==> config.mk <==
export PLATFORM = sky130hd
export DESIGN_NAME = if_fetch_unit_flat
export DESIGN_NICKNAME = d
export VERILOG_FILES = /design/src/rtl/if_fetch_unit_if.sv /design/src/rtl/if_fetch_unit.sv /design/src/flat_wrapper.sv
export SDC_FILE = /design/constraint.sdc
export NUM_CORES = 1
export LEC_CHECK = 0
export ABC_AREA = 1
export BUFFER_PORTS_ARGS = -buffer_cell sky130_fd_sc_hd__buf_4
export CAP_MARGIN = 5
export CORE_MARGIN = 2
export CORE_UTILIZATION = 34
export CTS_CLUSTER_DIAMETER = 60
export DETAILED_ROUTE_END_ITERATION = 10
export GPL_ROUTABILITY_DRIVEN = 0
export PLACE_DENSITY = 0.54
export SKIP_CTS_REPAIR_TIMING = 1
export SLEW_MARGIN = 5
export SYNTH_ARGS = -nofsm -noshare
export SYNTH_HDL_FRONTEND = slang
export SYNTH_SLANG_ARGS = --single-unit
==> constraint.sdc <==
create_clock -name clk -period 1.55 [get_ports clk]
set_clock_uncertainty 0.2 [all_clocks]
set_input_delay 0.0775 -clock clk [delete_from_list [all_inputs] [get_ports clk]]
set_output_delay 0.0775 -clock clk [all_outputs]
set_load 0.01 [all_outputs]
==> src/rtl/if_fetch_unit_if.sv <==
// rtl/if_fetch_unit_if.sv - instruction-memory req/gnt/rvalid bus between fetch unit and memory
interface if_fetch_unit_if #(
    parameter int PC_WIDTH   = 32,
    parameter int INST_WIDTH = 32
) ();
    logic                  imem_req;
    logic [PC_WIDTH-1:0]   imem_addr;
    logic                  imem_gnt;
    logic                  imem_rvalid;
    logic [INST_WIDTH-1:0] imem_rdata;

    modport master (
        output imem_req, imem_addr,
        input  imem_gnt, imem_rvalid, imem_rdata
    );

    modport slave (
        input  imem_req, imem_addr,
        output imem_gnt, imem_rvalid, imem_rdata
    );
endinterface

==> src/rtl/if_fetch_unit.sv <==
// rtl/if_fetch_unit.sv - IF stage: single-outstanding fetch, bubbles, stall hold buffer, redirect flush
// Optional perf counters enabled by defining IF_FETCH_PERF_EN.
module if_fetch_unit #(
    parameter int                    PC_WIDTH   = 32,
    parameter int                    INST_WIDTH = 32,
    parameter logic [PC_WIDTH-1:0]   RESET_PC   = '0,
    parameter logic [INST_WIDTH-1:0] NOP_INST   = INST_WIDTH'(32'h0000_0013)
) (
    input  logic                  clk,
    input  logic                  rst,
    input  logic                  stall_i,
    input  logic                  redirect_i,
    input  logic [PC_WIDTH-1:0]   redirect_pc_i,
    if_fetch_unit_if.master       imem,
    output logic [PC_WIDTH-1:0]   pc_o,
    output logic [INST_WIDTH-1:0] inst_o,
    output logic                  inst_valid_o
`ifdef IF_FETCH_PERF_EN
    ,
    output logic [31:0]           perf_fetch_cnt_o,
    output logic [31:0]           perf_stall_cnt_o
`endif
);
    typedef enum logic [1:0] {S_IDLE, S_REQ, S_WAIT, S_HOLD} state_e;

    state_e                state_q, state_d;
    logic [PC_WIDTH-1:0]   fetch_pc_q, fetch_pc_d;
    logic [PC_WIDTH-1:0]   resp_pc_q, resp_pc_d;
    logic                  kill_q, kill_d;
    logic                  hold_valid_q;
    logic [PC_WIDTH-1:0]   hold_pc_q;
    logic [INST_WIDTH-1:0] hold_inst_q;

    logic granted, rsp_ok, outstanding, hold_next_full;

    assign granted        = (state_q == S_REQ) && imem.imem_gnt;
    assign rsp_ok         = imem.imem_rvalid && !kill_q;
    assign outstanding    = ((state_q == S_WAIT) && !imem.imem_rvalid) || granted;
    // Buffer is occupied next cycle only while the stall persists without a flush
    assign hold_next_full = stall_i && !redirect_i && (hold_valid_q || rsp_ok);

    always_ff @(posedge clk) begin
        if (rst) begin
            state_q    <= S_IDLE;
            fetch_pc_q <= RESET_PC;
            resp_pc_q  <= '0;
            kill_q     <= 1'b0;
        end else begin
            state_q    <= state_d;
            fetch_pc_q <= fetch_pc_d;
            resp_pc_q  <= resp_pc_d;
            kill_q     <= kill_d;
        end
    end

    always_comb begin
        state_d    = state_q;
        fetch_pc_d = fetch_pc_q;
        resp_pc_d  = granted ? fetch_pc_q : resp_pc_q;
        kill_d     = imem.imem_rvalid ? 1'b0 : kill_q;
        case (state_q)
            S_IDLE: state_d = S_REQ;
            S_REQ: if (imem.imem_gnt) begin
                state_d    = S_WAIT;
                fetch_pc_d = fetch_pc_q + PC_WIDTH'(4);
            end
            S_WAIT: if (imem.imem_rvalid) state_d = hold_next_full ? S_HOLD : S_REQ;
            S_HOLD: if (!hold_next_full) state_d = S_REQ;
            default: state_d = S_IDLE;
        endcase
        // A still-pending response must be drained (and discarded) before refetching
        if (redirect_i) begin
            fetch_pc_d = redirect_pc_i & ~PC_WIDTH'(3);
            kill_d     = outstanding;
            state_d    = outstanding ? S_WAIT : S_REQ;
        end
    end

    always_comb begin
        imem.imem_req  = (state_q == S_REQ);
        imem.imem_addr = fetch_pc_q;
    end

    always_ff @(posedge clk) begin
        if (rst) begin
            pc_o         <= '0;
            inst_o       <= NOP_INST;
            inst_valid_o <= 1'b0;
            hold_valid_q <= 1'b0;
            hold_pc_q    <= '0;
            hold_inst_q  <= NOP_INST;
        end else if (redirect_i) begin
            inst_o       <= NOP_INST;
            inst_valid_o <= 1'b0;
            hold_valid_q <= 1'b0;
        end else if (stall_i) begin
            if (rsp_ok) begin
                hold_valid_q <= 1'b1;
                hold_pc_q    <= resp_pc_q;
                hold_inst_q  <= imem.imem_rdata;
            end
        end else if (hold_valid_q) begin
            pc_o         <= hold_pc_q;
            inst_o       <= hold_inst_q;
            inst_valid_o <= 1'b1;
            hold_valid_q <= 1'b0;
        end else if (rsp_ok) begin
            pc_o         <= resp_pc_q;
            inst_o       <= imem.imem_rdata;
            inst_valid_o <= 1'b1;
        end else begin
            inst_o       <= NOP_INST;
            inst_valid_o <= 1'b0;
        end
    end

`ifdef IF_FETCH_PERF_EN
    always_ff @(posedge clk) begin
        if (rst) begin
            perf_fetch_cnt_o <= '0;
            perf_stall_cnt_o <= '0;
        end else begin
            if (rsp_ok && !redirect_i) perf_fetch_cnt_o <= perf_fetch_cnt_o + 32'd1;
            if (stall_i) perf_stall_cnt_o <= perf_stall_cnt_o + 32'd1;
        end
    end
`endif
endmodule

==> src/flat_wrapper.sv <==
// flat-port wrapper written by rule: the top's interface ports become plain ports
module if_fetch_unit_flat 
#(
    parameter int                    PC_WIDTH   = 32,
    parameter int                    INST_WIDTH = 32,
    parameter logic [PC_WIDTH-1:0]   RESET_PC   = '0,
    parameter logic [INST_WIDTH-1:0] NOP_INST   = INST_WIDTH'(32'h0000_0013)
)
  (clk, rst, stall_i, redirect_i, redirect_pc_i, pc_o, inst_o, inst_valid_o, imem_imem_req, imem_imem_addr, imem_imem_gnt, imem_imem_rvalid, imem_imem_rdata);
  if_fetch_unit_if #(.PC_WIDTH(PC_WIDTH), .INST_WIDTH(INST_WIDTH)) imem_i ();
  input  logic clk;
  input  logic rst;
  input  logic stall_i;
  input  logic redirect_i;
  input  logic [PC_WIDTH-1:0] redirect_pc_i;
  output logic [PC_WIDTH-1:0] pc_o;
  output logic [INST_WIDTH-1:0] inst_o;
  output logic inst_valid_o;
  output wire logic [$bits(imem_i.imem_req)-1:0] imem_imem_req;
  output wire logic [$bits(imem_i.imem_addr)-1:0] imem_imem_addr;
  input wire logic [$bits(imem_i.imem_gnt)-1:0] imem_imem_gnt;
  input wire logic [$bits(imem_i.imem_rvalid)-1:0] imem_imem_rvalid;
  input wire logic [$bits(imem_i.imem_rdata)-1:0] imem_imem_rdata;
  assign imem_imem_req = imem_i.imem_req;
  assign imem_imem_addr = imem_i.imem_addr;
  assign imem_i.imem_gnt = imem_imem_gnt;
  assign imem_i.imem_rvalid = imem_imem_rvalid;
  assign imem_i.imem_rdata = imem_imem_rdata;
  if_fetch_unit #(.PC_WIDTH(PC_WIDTH), .INST_WIDTH(INST_WIDTH), .RESET_PC(RESET_PC), .NOP_INST(NOP_INST)) u_core (.clk(clk), .rst(rst), .stall_i(stall_i), .redirect_i(redirect_i), .redirect_pc_i(redirect_pc_i), .imem(imem_i), .pc_o(pc_o), .inst_o(inst_o), .inst_valid_o(inst_valid_o));
endmodule
==> out/results.tsv <==
stage	metric	value	unit
outcome	outcome	complete, but fails checks	
outcome	failing checks	negative hold slack, negative setup slack	
clocking	CTS clk-pin slew, worst paths	0.08	ns
yosys	synth top area cells	dfxtp_1, a21oi_1, nand2_1	
global_routing	total global-route track usage	19.9	%
clocking	CTS tree	built	
min_path	Worst Hold Class	primary input to flop	
placed_design	pre-CTS setup slack	-0.126	ns
finish	Area Overhead vs Synth	51.8	%
pwr	Sw Share	28.6	%
yosys	mapped cell area	0.00837	sq mm
routing	via count	8858	
die	I/O Pins	168	
die	full die area	0.0259	sq mm
pwr	cell area power density	936	mW/mm^2
finish	fillcell total	2375	
worst_setup_path	Worst path top cell family by delay	buffers and inverters	
yosys	sequential share of the synthesized area	45.2	%
yosys	largest family of logic cells by synthesized area	compound AO/OA/AOI/OAI gates	
worst_setup_path	kind of critical path	primary input to flop	
sta	RSZ-0062 raised after global routing	true	
worst_setup_path	cell mode on critical path	nand2_2	
worst_setup_path	biggest cell delay along the critical path	0.62	ns
die	starting density of the core	34.5	%
sta	final worst slack	-0.174	ns
worst_setup_path	Req. time, crit path	1.66	ns
sta	Final setup viols	107	
pwr	Int Pwr	8490	uW
worst_setup_path	Critical Path, Cell by Cell	buf_4 > dlygate4sd3_1 > nand2_2 > nand2_2 > inv_2 > nor2_4 > nand2_4 > clkbuf_16 > nand2_1 > a21oi_1	
sta	period utilization	111	%
yosys	simple logic cell fraction of the synthesized area	21.8	%
finish	commonest non-fill, non-tap cell in the layout	buf_4	
global_routing	vias in the first global route	7659	
worst_setup_path	buffer and inverter count on the worst path	4	
finish	ant diodes	0	
routing	DRT Wirelength	29400	um
die	Die X	161	um
yosys	mux contribution to synthesized area	0	%
worst_setup_path	Critical R2R Capture	u_core.pc_o[10]$_SDFFE_PP0P_	
worst_setup_path	arrival time at the worst endpoint	1.84	ns
clocking	clock latency on the worst-skew pair	0.44	ns
finish	share of cells above drive strength 1	30.2	%
yosys	Synth top area share	45.2	%
pwr	P_sw	3400	uW
worst_setup_path	Crit Reg-Reg Startpoint	u_core.kill_q$_SDFFE_PP0P_	
sta	fin crit period	1.72	ns
sta	Final Hold Slack	-0.0212	ns
worst_setup_path	Crit Path Max Fanout	15	
clocking	CTS Root Cell	clkbuf_16	
worst_setup_path	Reg2Reg Setup Slack	-0.16	ns
yosys	flops & latches, synth	189	
clocking	Clock Tree Buf Depth	2	
routing	TritonRoute pass-1 iters	5	
finish	multi-input logic area	0.00422	sq mm
sta	Setup TNS	-7.76	ns
die	core area	0.0242	sq mm
global_routing	pin count of the biggest net entering global routing	81	
sta	max-slew violation count	0	
pwr	Pleak	0.00518	uW
sta	Final Hold Fails	27	
pwr	Comb power frac	17.7	%
pwr	Peak VDD IR	619	uV
flow_run	max_cap viols	0	
routing	Routed Antenna Nets	0	
yosys	Unique masters post-synth	32	
worst_setup_path	CP startpoint kind	primary input	
min_path	Worst Min Path Start	rst	
routing	drt initial violations	562	
finish	NumNets Final	1542	
sta	Fmax	580	MHz
finish	final instance area	0.0127	sq mm
placed_design	cell count after placement	1671	
yosys	synthesized instance count	1173	
clocking	H-Tree Depth	4	
clocking	Num CTS Buffers	17	
worst_setup_path	CP endpoint	u_core.pc_o[10]$_SDFFE_PP0P_	
pwr	Flop pwr share	44.3	%
worst_setup_path	Critical Path Stages	10	
finish	most frequent cells in the layout	buf_4, nand2_1, a21oi_1	
die	Core Rows	57	
global_routing	antenna violations before repair	0	
yosys	cell taking the most area after synthesis	dfxtp_1	
die	Die Height	161	um
worst_setup_path	start point of the critical path	imem_imem_rvalid	
placed_design	DPL Wire Length	17600	um
placed_design	port bufs	161	
yosys	Adder-Cell Fraction of Synth Area	0.747	%
finish	fin cells	1804	
worst_setup_path	highest-delay cell along the critical path	dlygate4sd3_1	
global_routing	first-pass GRT wire length	41100	um
pwr	Clk pwr share	38.0	%
worst_setup_path	Setup crit end kind	flop	
yosys	Syn Area/Cell	7.14	sq um
clocking	clk sinks	189	
finish	sequential cell area	0.00381	sq mm
yosys	number of synthesis warnings	0	
worst_setup_path	cells on worst reg2reg path	9	
yosys	XOR/XNOR Fraction of Synth Area	0.523	%
placed_design	placed inst area	0.0105	sq mm
global_routing	grt ovf	0	
routing	number of vias per cell	4.91	
yosys	compound-cell area share of the yosys netlist	22.3	%
routing	Post-route DRC	0	
routing	DR WL/cell	16.3	um
-- sequential cells by signal (all words and copies together) (netlist names) --
| name | cells |
|---|---|
| u_core.kill_q | 1 |
| u_core.resp_pc_q | 30 |
| u_core.state_q | 2 |
| u_core.hold_inst_q | 32 |
| u_core.pc_o | 30 |
| u_core.imem.imem_addr | 30 |
| u_core.hold_pc_q | 30 |
| u_core.inst_valid_o | 1 |
| u_core.hold_valid_q | 1 |
| u_core.inst_o | 32 |
-- worst min path at each step --
stage	cells after the start	slack, ns	end
after floorplan	1	-0.005	u_core.kill_q$_SDFFE_PP0P_
after global placement	3	0.10	u_core.hold_inst_q[1]$_SDFFE_PP1P_
after detailed placement	3	0.11	u_core.hold_inst_q[0]$_SDFFE_PP1P_
after CTS	3	-0.35	u_core.hold_inst_q[0]$_SDFFE_PP1P_
after global routing	3	-0.002	u_core.pc_o[18]$_SDFFE_PP0P_
final	3	-0.02	u_core.pc_o[7]$_SDFFE_PP0P_
-- synth_stat cells (all sizes together) --
cell,count
a211oi,1
a21oi,198
a31oi,7
and2,2
buf,41
clkbuf,42
conb,1
dfxtp,189
ha,5
inv,100
nand2,251
nand3,101
nand3b,1
nand4,1
nor2,63
nor3,1
o211ai,1
o21a,1
o21ai,158
o22ai,1
o32ai,1
or2,2
xnor2,4
xor2,1
-- routing by layer --
metal | part of all wire, % | track usage [%] | wire (um) | vias up
met3 | 4.0 | 3.15 | 1180 | 32
met5 | 0 | 0 | 0 | -
met4 | 1.4 | 5.19 | 413 | 0
met1 | 48 | 29.2 | 14000 | 4150
met2 | 47 | 30.3 | 13800 | 215
li1 | - | - | - | 4461
-- per-stage QoR --
step	total power, uW	hold slack, ns	utilization [%]
detailed placement	7000	0.109	43.1
global route	12400	-0.00160	52.4
global placement	6980	0.104	43.1
finish	11900	-0.0212	52.4
CTS	11500	-0.351	45.6
floorplan	6180	-0.00467	-
-- cell families after synthesis --
| family | Yosys count |
|---|---|
| and+or+nand+nor | 422 |
| DFF | 189 |
| AOI/OAI and AO/OA | 368 |
| adders and majority gates | 5 |
| other | 1 |
| buffers and inverters | 183 |
| xor gates and xnor gates | 5 |
-- final cells by class --
type                            instances  area share [%]
Multi-Input combinational cell        804            33.2
Sequential cell                       189            30.0
Timing Repair Buffer                  355            25.9
Clock buffer                           19            3.57
Tap cell                              324            3.19
Inverter                              100            3.00
Clock inverter                         13            1.15
-- worst reg2reg max path: stages, from the launching register on --
cell and delay [ns]:
dfxtp_2 0.32, inv_2 0.05, nand2_2 0.05, nand2_2 0.09, inv_2 0.06, nor2_4 0.29, nand2_4 0.16, clkbuf_16 0.22
nand2_1 0.08, a21oi_1 0.07
-- power by group through the flow --
stage               clock [uW]  combinational (uW)  sequential, uW
floorplan                    0                 790            5390
global placement             0                1630            5350
detailed placement           0                1640            5360
CTS                       4580                1650            5250
global route              4780                2300            5290
finish                    4520                2110            5260
No activity file was read; power rests on OpenSTA's default activity.
